## src/rtl/pcie_dma_pkg.sv

```systemverilog
// Shared types and constants for the PCIe read-DMA master.
package pcie_dma_pkg;

    typedef enum logic [1:0] {
        IDLE = 2'd0,
        RUN  = 2'd1,
        DONE = 2'd2
    } state_t;

    localparam int unsigned DATA_W_DEF     = 512;
    localparam int unsigned BEAT_BYTES     = DATA_W_DEF / 8;
    localparam int unsigned ARSIZE_VAL     = $clog2(BEAT_BYTES);
    localparam logic [1:0]  AXI_BURST_INCR = 2'b01;
    localparam int unsigned PAGE_4K        = 4096;

endpackage

```

## src/rtl/axis_skid.sv

```systemverilog
// Two-entry skid buffer between the AXI R channel and the AXI-Stream output.
module axis_skid #(
    parameter int unsigned W = 513
) (
    input  logic         clk,
    input  logic         reset,
    input  logic         in_valid,
    output logic         in_ready,
    input  logic [W-1:0] in_data,
    output logic         out_valid,
    input  logic         out_ready,
    output logic [W-1:0] out_data
);

    logic [W-1:0] mem [2];
    logic         wr_ptr;
    logic         rd_ptr;
    logic [1:0]   count;
    logic         push;
    logic         pop;

    assign in_ready  = (count != 2'd2);
    assign out_valid = (count != 2'd0);
    assign out_data  = mem[rd_ptr];
    assign push      = in_valid & in_ready;
    assign pop       = out_valid & out_ready;

    always_ff @(posedge clk) begin
        if (reset) begin
            for (int i = 0; i < 2; i++) begin
                mem[i] <= '0;
            end
            wr_ptr <= 1'b0;
            rd_ptr <= 1'b0;
            count  <= 2'd0;
        end else begin
            if (push) begin
                mem[wr_ptr] <= in_data;
                wr_ptr      <= ~wr_ptr;
            end
            if (pop) begin
                rd_ptr <= ~rd_ptr;
            end
            case ({push, pop})
                2'b10:   count <= count + 2'd1;
                2'b01:   count <= count - 2'd1;
                default: count <= count;
            endcase
        end
    end

endmodule

```

## src/rtl/pcie_read_dma.sv

```systemverilog
// Read-DMA master: splits a beat-count request into 4 KB-safe AXI4 INCR bursts
// with bounded outstanding reads and streams the returned data on AXI-Stream.
module pcie_read_dma
    import pcie_dma_pkg::*;
#(
    parameter int unsigned ADDR_W    = 64,
    parameter int unsigned DATA_W    = DATA_W_DEF,
    parameter int unsigned LEN_W     = 32,
    parameter int unsigned MAX_BURST = 16,
    parameter int unsigned MAX_OUTST = 2,
    parameter int unsigned ID_W      = 4,
    parameter int unsigned AXI_ID    = 0
) (
    input  logic              clk,
    input  logic              reset,
    input  logic              start,
    input  logic [ADDR_W-1:0] start_addr,
    input  logic [LEN_W-1:0]  num_beats,
    output logic              busy,
    output logic              done,
    output logic              error,
    output logic [ADDR_W-1:0] M_AXI_ARADDR,
    output logic [7:0]        M_AXI_ARLEN,
    output logic [2:0]        M_AXI_ARSIZE,
    output logic [1:0]        M_AXI_ARBURST,
    output logic [ID_W-1:0]   M_AXI_ARID,
    output logic [2:0]        M_AXI_ARPROT,
    output logic              M_AXI_ARLOCK,
    output logic [3:0]        M_AXI_ARCACHE,
    output logic [3:0]        M_AXI_ARQOS,
    output logic              M_AXI_ARVALID,
    input  logic              M_AXI_ARREADY,
    input  logic [DATA_W-1:0] M_AXI_RDATA,
    input  logic [1:0]        M_AXI_RRESP,
    input  logic              M_AXI_RLAST,
    input  logic              M_AXI_RVALID,
    output logic              M_AXI_RREADY,
    output logic [DATA_W-1:0] AXIS_TDATA,
    output logic              AXIS_TVALID,
    output logic              AXIS_TLAST,
    input  logic              AXIS_TREADY
);

    localparam int unsigned BYTES = DATA_W / 8;
    localparam int unsigned OFFS  = $clog2(BYTES);
    localparam int unsigned OUT_W = 4;
    localparam int unsigned BL_W  = 9;
    localparam int unsigned SK_W  = DATA_W + 1;

    state_t            state;
    state_t            state_nxt;
    logic [ADDR_W-1:0] ar_addr;
    logic [LEN_W-1:0]  ar_rem;
    logic [LEN_W-1:0]  r_rem;
    logic [OUT_W-1:0]  outst;
    logic [BL_W-1:0]   ar_blen;
    logic [7:0]        arlen_q;
    logic              arvalid_q;
    logic              busy_q;
    logic              done_q;
    logic              error_q;

    logic [12:0]       to_4k_bytes_c;
    logic [12:0]       to_4k_beats_c;
    logic [LEN_W-1:0]  blen_c;
    logic              issue_c;
    logic              ar_hs_c;
    logic              r_hs_c;
    logic              r_last_hs_c;

    logic              sk_in_ready;
    logic              sk_out_valid;
    logic [SK_W-1:0]   sk_out_data;

    assign M_AXI_ARADDR  = ar_addr;
    assign M_AXI_ARLEN   = arlen_q;
    assign M_AXI_ARSIZE  = 3'(OFFS);
    assign M_AXI_ARBURST = AXI_BURST_INCR;
    assign M_AXI_ARID    = ID_W'(AXI_ID);
    assign M_AXI_ARPROT  = 3'b000;
    assign M_AXI_ARLOCK  = 1'b0;
    assign M_AXI_ARCACHE = 4'b0000;
    assign M_AXI_ARQOS   = 4'b0000;
    assign M_AXI_ARVALID = arvalid_q;
    assign M_AXI_RREADY  = busy_q & sk_in_ready;
    assign busy          = busy_q;
    assign done          = done_q;
    assign error         = error_q;

    assign ar_hs_c     = arvalid_q & M_AXI_ARREADY;
    assign r_hs_c      = M_AXI_RVALID & M_AXI_RREADY;
    assign r_last_hs_c = r_hs_c & M_AXI_RLAST;
    assign issue_c     = (state == RUN) && !arvalid_q && (ar_rem != '0)
                         && (outst < OUT_W'(MAX_OUTST));

    // Burst length: smallest of max burst, remaining beats and beats left in the 4 KB page.
    always_comb begin
        to_4k_bytes_c = 13'(PAGE_4K) - {1'b0, ar_addr[11:0]};
        to_4k_beats_c = to_4k_bytes_c >> OFFS;
        blen_c        = LEN_W'(MAX_BURST);
        if (ar_rem < blen_c) begin
            blen_c = ar_rem;
        end
        if (LEN_W'(to_4k_beats_c) < blen_c) begin
            blen_c = LEN_W'(to_4k_beats_c);
        end
    end

    always_ff @(posedge clk) begin
        if (reset) begin
            state <= IDLE;
        end else begin
            state <= state_nxt;
        end
    end

    always_comb begin
        state_nxt = state;
        unique case (state)
            IDLE: begin
                if (start) begin
                    state_nxt = (num_beats != '0) ? RUN : DONE;
                end
            end
            RUN: begin
                if ((ar_rem == '0) && (outst == '0) && (r_rem == '0)
                    && !sk_out_valid && !arvalid_q) begin
                    state_nxt = DONE;
                end
            end
            DONE:    state_nxt = IDLE;
            default: state_nxt = IDLE;
        endcase
    end

    // AR generator, outstanding-burst and beat counters, status flags.
    always_ff @(posedge clk) begin
        if (reset) begin
            ar_addr   <= '0;
            ar_rem    <= '0;
            r_rem     <= '0;
            outst     <= '0;
            ar_blen   <= '0;
            arlen_q   <= '0;
            arvalid_q <= 1'b0;
            busy_q    <= 1'b0;
            done_q    <= 1'b0;
            error_q   <= 1'b0;
        end else begin
            busy_q <= (state_nxt == RUN);
            done_q <= (state == DONE);

            if ((state == IDLE) && start) begin
                error_q <= 1'b0;
                ar_addr <= start_addr & ~ADDR_W'(BYTES - 1);
                ar_rem  <= num_beats;
                r_rem   <= num_beats;
            end

            if (issue_c) begin
                arvalid_q <= 1'b1;
                arlen_q   <= 8'(blen_c - LEN_W'(1));
                ar_blen   <= BL_W'(blen_c);
            end

            if (ar_hs_c) begin
                arvalid_q <= 1'b0;
                ar_addr   <= ar_addr + (ADDR_W'(ar_blen) << OFFS);
                ar_rem    <= ar_rem - LEN_W'(ar_blen);
            end

            case ({ar_hs_c, r_last_hs_c})
                2'b10:   outst <= outst + OUT_W'(1);
                2'b01:   outst <= outst - OUT_W'(1);
                default: outst <= outst;
            endcase

            if (r_hs_c) begin
                r_rem <= r_rem - LEN_W'(1);
                if (M_AXI_RRESP != 2'b00) begin
                    error_q <= 1'b1;
                end
            end
        end
    end

    // TLAST marks the final beat of the whole request, not of each burst.
    axis_skid #(
        .W (SK_W)
    ) u_skid (
        .clk       (clk),
        .reset     (reset),
        .in_valid  (M_AXI_RVALID & busy_q),
        .in_ready  (sk_in_ready),
        .in_data   ({(r_rem == LEN_W'(1)), M_AXI_RDATA}),
        .out_valid (sk_out_valid),
        .out_ready (AXIS_TREADY),
        .out_data  (sk_out_data)
    );

    assign AXIS_TVALID = sk_out_valid;
    assign AXIS_TLAST  = sk_out_data[DATA_W];
    assign AXIS_TDATA  = sk_out_data[DATA_W-1:0];

endmodule

```

## config.mk

```make
export PLATFORM = sky130hd
export DESIGN_NAME = pcie_read_dma
export DESIGN_NICKNAME = d
export VERILOG_FILES = /design/src/rtl/pcie_dma_pkg.sv /design/src/rtl/axis_skid.sv /design/src/rtl/pcie_read_dma.sv
export SDC_FILE = /design/constraint.sdc
export NUM_CORES = 2
export LEC_CHECK = 0
export BUFFER_PORTS_ARGS = -buffer_cell sky130_fd_sc_hd__buf_2
export CAP_MARGIN = 10
export CORE_AREA = 2 2 474 476
export CTS_CLUSTER_DIAMETER = 60
export DETAILED_ROUTE_END_ITERATION = 10
export DIE_AREA = 0 0 476 478
export SLEW_MARGIN = 20
export SYNTH_ARGS = -nofsm -noshare
export SYNTH_HDL_FRONTEND = slang
export SYNTH_SLANG_ARGS = --single-unit
```

## constraint.sdc

```tcl
create_clock -name clk -period 54.9 [get_ports clk]
set_input_delay 8.235 -clock clk [delete_from_list [all_inputs] [get_ports clk]]
set_output_delay 8.235 -clock clk [all_outputs]
set_load 0.02 [all_outputs]
```

* After elaboration in Yosys (flattened, before gate mapping)
Memories as Yosys holds them, arrays and structs flattened. A register that Yosys moved wholly into a read port is not among the register bits.
Index checks and enable logic that the tools add are counted.
** Storage, ports and cells
- Bits in registers :: 159
- Memory bits (writable) :: 1026
- Input bits :: 617
- Word-level logic and storage cells :: 95
- Memories :: 1
** Cells by class
- $add $sub $neg :: 9
- Magnitude comparators :: 3
- Equality and inequality tests :: 9
- Muxes and demuxes :: 26
- Bitwise operators :: 9
- Reductions and logical operators :: 24
** Memories
- u_skid.mem :: depth 2, bits a word 513, rd ports 1, clocked after memory_dff 1, wr ports 2, line axis_skid.sv:15 : logic [W-1:0] mem [2];
** Operators with widths (number)
- 513-bit two-way mux :: 1
- 513-bit OR reduction :: 1
- 32-bit two-way mux :: 4
- 64-bit two-way mux :: 2
- 64-bit by 15-bit adder with 64-bit output :: 1
- 32-bit zero test :: 2
- 32-bit nonzero test :: 2
- 32-bit by 1-bit equality test with 1-bit output, second input constant :: 1
- 32-bit by 5-bit < comparator with 1-bit output, second input constant :: 1
- 7-bit by 32-bit < comparator with 1-bit output :: 1
- 32-bit by 1-bit subtractor with 32-bit output, second input constant :: 1
- 32-bit by 9-bit subtractor with 32-bit output :: 1
- 13-bit by 12-bit subtractor with 13-bit output, first input constant :: 1
- 1-bit two-way mux :: 12
- 2-bit nonzero test :: 6
- 9-bit two-way mux :: 1
- 2-bit by 1-bit equality test with 1-bit output, second input constant :: 4
- 1-bit logical AND :: 8
- 2-bit case mux with 2 select lines :: 2
- 4-bit case mux with 2 select lines :: 1
- 8-bit by 1-bit subtractor with 8-bit output, second input constant :: 1
- 1-bit bitwise AND :: 7
- 2-bit equality test, second input constant :: 3
- 2-bit two-way mux :: 3
- 11 further kinds :: 13

* Depth between registers and ports, before layout
- Word-level depth :: 8
- Gate-level depth with buffers :: 17
- Mapped depth without buffers :: 16

* Hierarchy
From an unflattened synthesis, not the netlist that was laid out.
** Second synthesis, totals
- Cell total of the unflattened synthesis :: 4569
- Area, all modules :: 55210.5 um^2
** Modules (own cells, without submodules)
- axis_skid :: instances 1, cells an instance 3332, area each 45546.2 um^2, sequential area each 30909.6 um^2
- pcie_read_dma :: instances 1, cells an instance 1237, area each 9664.3 um^2, sequential area each 2982.9 um^2

* Worst setup path after synthesis
No wires, ideal clock.
- Path kind :: input port to flip-flop
- Start :: in M_AXI_RVALID
- End :: mem u_skid.mem[0][0] (enable)
- Setup time :: 2102 ps
- Data arrival time :: 44486 ps
- Required time :: 52798 ps
- Slack :: 8312 ps
- Stages :: 5
- Buffers on the path :: 2
- Cell sequence :: and3_1 -> buf_2 -> inv_1 -> buf_1 -> o21ai_0
** RTL lines
- start: declaration :: line pcie_read_dma.sv:36 : input logic M_AXI_RVALID,
- end: declaration :: line axis_skid.sv:15

==> summary.txt <==
Status
  – Status: completed

CTS
  – Clock H-tree levels: 4
  – Number of buffers inserted to repair setup after CTS: 0
  – Register clock-pin slew on the reported worst setup and hold paths: 0.06 ns
  – Number of hold buffers added after CTS: 0
  – Number of buffers created by CTS: 153
  – Clock root buffer: clkbuf_16
  – Clock insertion delay at the later pin of the skew report: 0.83 ns
  – Post-cts resize count: 0
  – Number of sinks driven by the clock tree: 1180
  – Maximum count of clock buffers along a single path: 3
  – Clock tree from TritonCTS: built

STA
  – Worst Skew: 0.0745 ns
  – Worst rel slew slack: 0.263
  – Final worst slack: 42.05 ns
  – Setup TNS: 0 ns
  – Tmin final: 12.85 ns
  – Slew @ Worst Pin: 1.11 ns
  – Final critical-path share of the clock period: 0.234
  – Max Slew Vio Count: 0
  – Max frequency: 0.0778 GHz
  – Setup repair after global routing missed its margin: false
  – Number of hold violations in the final report: 0
  – Final setup viols: 0

Worst setup path
  – Largest driver fanout on the critical path: 61
  – Element type at the critical path start: register
  – Category of the worst setup path capture point: primary output
  – Reg2reg setup slack: 49.82 ns
  – Endpoint arrival time on the critical path: 4.61 ns
  – Crit Path Class: reg -> out
  – Endpoint required time on the critical path: 46.67 ns

Layout
  – Nets: 5776
  – Commonest cells after routing, fill and taps aside: 1194 x buf_2, 1032 x and2_1, 1026 x edfxtp_1, 520 x mux2_2, 156 x clkbuf_16
  – Commonest non-fill, non-tap cell in the layout: buf_2
  – Share of final-layout standard cells stronger than drive strength 1: 0.389
  – Growth of design area from synthesis to finish: 27.0%
  – Utilization after layout: 0.303
  – # fillers: 22700

Die
  – Floorplan row count: 174
  – Core footprint: 223000 sq um
  – Die X: 476 um
  – Count of boundary I/O pins: 1229
  – Starting density of the core: 0.239
  – Die area: 228000 sq um
  – Overall die height: 478 um

Logic synthesis
  – Synthesized-area fraction occupied by and/or/nand/nor cells: 0.170
  – Share of the synthesized area in the top cell type: 0.578
  – Asr flop ratio synth: 0
  – Cell accounting for the most synthesized area: edfxtp_1
  – Cell Area, Synth: 53300 sq um
  – Number of synthesized flops with an enable pin: 1026
  – #FFs+latches synth: 1180
  – Fraction of synthesized area in multiplexers: 0.111
  – Fraction of the yosys area taken by sequential cells: 0.636
  – Compound-cell area share of the yosys netlist: 0.0468
  – Largest family of logic cells by synthesized area: simple AND/OR/NAND/NOR gates
  – Distinct cells, synth: 87
  – Most area-consuming cells after synthesis: edfxtp_1 58%, and2_1 12%, mux2_2 11%, dfxtp_1 5.8%, clkbuf_1 1.6%
  – Post-Synthesis Mean Instance Area: 13.5 sq um
  – Post-synthesis xor/xnor area fraction: 0.00361
  – Gate count after technology mapping: 3961
  – Adder and majority cell fraction of the synthesized area: 0.00887
  – Synth Flop Type: edfxtp_1
  – Yosys Warn Count: 0

Placed design
  – Minimum setup slack after placement: 42.28 ns
  – Final weighted congestion in routability-driven placement: 0.907
  – Buffers on Ports: 1195
  – DPL Wire Length: 143 mm

Route
  – Detailed-route vias per instance: 4.48
  – Vias: 37200
  – Detailed-routed wire length on met3: 20.2 mm
  – Top routing layer used: met5
  – WL final: 197 mm
  – Count of unresolved DRC violations after routing: 0
  – Number of nets with antenna violations after routing: 0
  – Routed WL per cell: 23.8 um
  – Met1 WL: 75.9 mm
  – Number of design-rule violations left by the first detailed-router iteration: 2516
  – Met2 wire length: 93.7 mm
  – Number of search-and-repair iterations in the first detailed-routing pass: 5

Global route
  – Global-route wire length before repair: 270 mm
  – Overflow left after global routing: 0
  – Number of global-route vias before repair: 36400
  – Total GRT Usage: 0.165
  – Pin count of the biggest net entering global routing: 200
  – Initial antenna violation count: 168

Hold path
  – Classification of the worst-slack hold path: reg -> reg

Run
  – Number of maximum-capacitance constraint violations: 0

Pwr
  – Power per cell area: 37.6 nW/um^2
  – Leak pwr: 27.0 nW
  – Highest ir drop seen on vdd: 0.0281 mV
-- worst paths after layout --
kind | startpoint | endpoint | depth (start not counted)
min | error$_SDFF_PP0_ | error$_SDFF_PP0_ | 2
max reg2reg | ar_rem[16]$_SDFFE_PP0P_ | M_AXI_ARLEN[4]$_SDFFE_PP0P_ | 15
min reg2reg | error$_SDFF_PP0_ | error$_SDFF_PP0_ | 2
max | register | AXIS_TDATA[93] | 5
-- synth_stat cells, drive strengths merged (5+ instances only) --
library cell	instances
a2111oi	14
a211oi	44
a21o	6
a21oi	74
a22oi	9
a311oi	27
a31o	6
a31oi	29
and2	1032
and3	26
and4	6
buf	39
clkbuf	224
dfxtp	154
edfxtp	1026
ha	33
inv	39
mux2	521
nand2	122
nand2b	9
nand3	41
nand4	24
nor2	116
nor3	50
nor4	43
o2111ai	5
o211ai	25
o21a	13
o21ai	52
o311ai	11
o31a	9
or2	9
or3	26
or4	13
xnor2	14
xor2	8
-- worst max-delay path: stages (launching register included) --
cell	delay, ns
dfxtp_4	0.69
buf_4	0.70
buf_4	0.68
buf_4	0.81
mux2_2	0.48
buf_2	0.19
-- logic make-up after synthesis --
| group | count (synthesis) |
|---|---|
| compound gates | 358 |
| xor+xnor | 22 |
| fa+ha+maj | 36 |
| buf+inv | 306 |
| flops | 1180 |
| mux | 524 |
| other cells | 2 |
| simple gates | 1533 |
-- power breakdown --
| part | leakage (nW) | total, mW | internal (mW) | switching [mW] |
|---|---|---|---|---|
| Sequential | 11.9 | 1.05 | 1.03 | 0.0254 |
| Combinational | 12.6 | 0.479 | 0.173 | 0.307 |
| Clock | 2.47 | 1.01 | 0.589 | 0.421 |
| Total | 27.0 | 2.54 | 1.79 | 0.753 |
-- sequential cells by signal, indices dropped and copies added, names as in the netlist, named ones only --
| register | flops |
|---|---|
| u_skid.wr_ptr | 1 |
| r_rem | 32 |
| u_skid.count | 2 |
| ar_blen | 9 |
| done | 1 |
| busy | 1 |
| ar_rem | 32 |
| M_AXI_ARADDR | 58 |
| M_AXI_ARLEN | 8 |
| outst | 4 |
| state | 2 |
| error | 1 |
| u_skid.mem | 1026 |
| u_skid.rd_ptr | 1 |
| M_AXI_ARVALID | 1 |
-- cell type report --
cell class              instances  area, sq um  share of cell area
clock inverters                92         1030              0.0152
repair buffers               1246         6420              0.0948
well taps                    2992         3740              0.0553
clock buffers                 187         4070              0.0601
flip-flops and latches       1180        33900               0.501
diodes                         51          128             0.00188
multi-input cells            2502        18300               0.270
inverters                      40          150             0.00222
-- metrics by stage --
stage | hold WS [ns] | instances | area [sq um] | power (mW)
floorplan | 0.446 | 3988 | 53400 | 1.41
global placement | 0.446 | 7960 | 62500 | 1.55
detailed placement | 0.448 | 7960 | 62500 | 1.56
CTS | 0.457 | 8239 | 67600 | 2.58
global route | 0.489 | 8268 | 67700 | 2.64
finish | 0.457 | 8290 | 67700 | 2.54
-- metal layers --
| metal | track usage | up-vias |
|---|---|---|
| li1 | - | 16800 |
| met1 | 0.194 | 18300 |
| met2 | 0.273 | 1619 |
| met3 | 0.0614 | 440 |
| met4 | 0.0619 | 64 |
| met5 | 0 | - |
No activity file was read; power rests on OpenSTA's default activity.
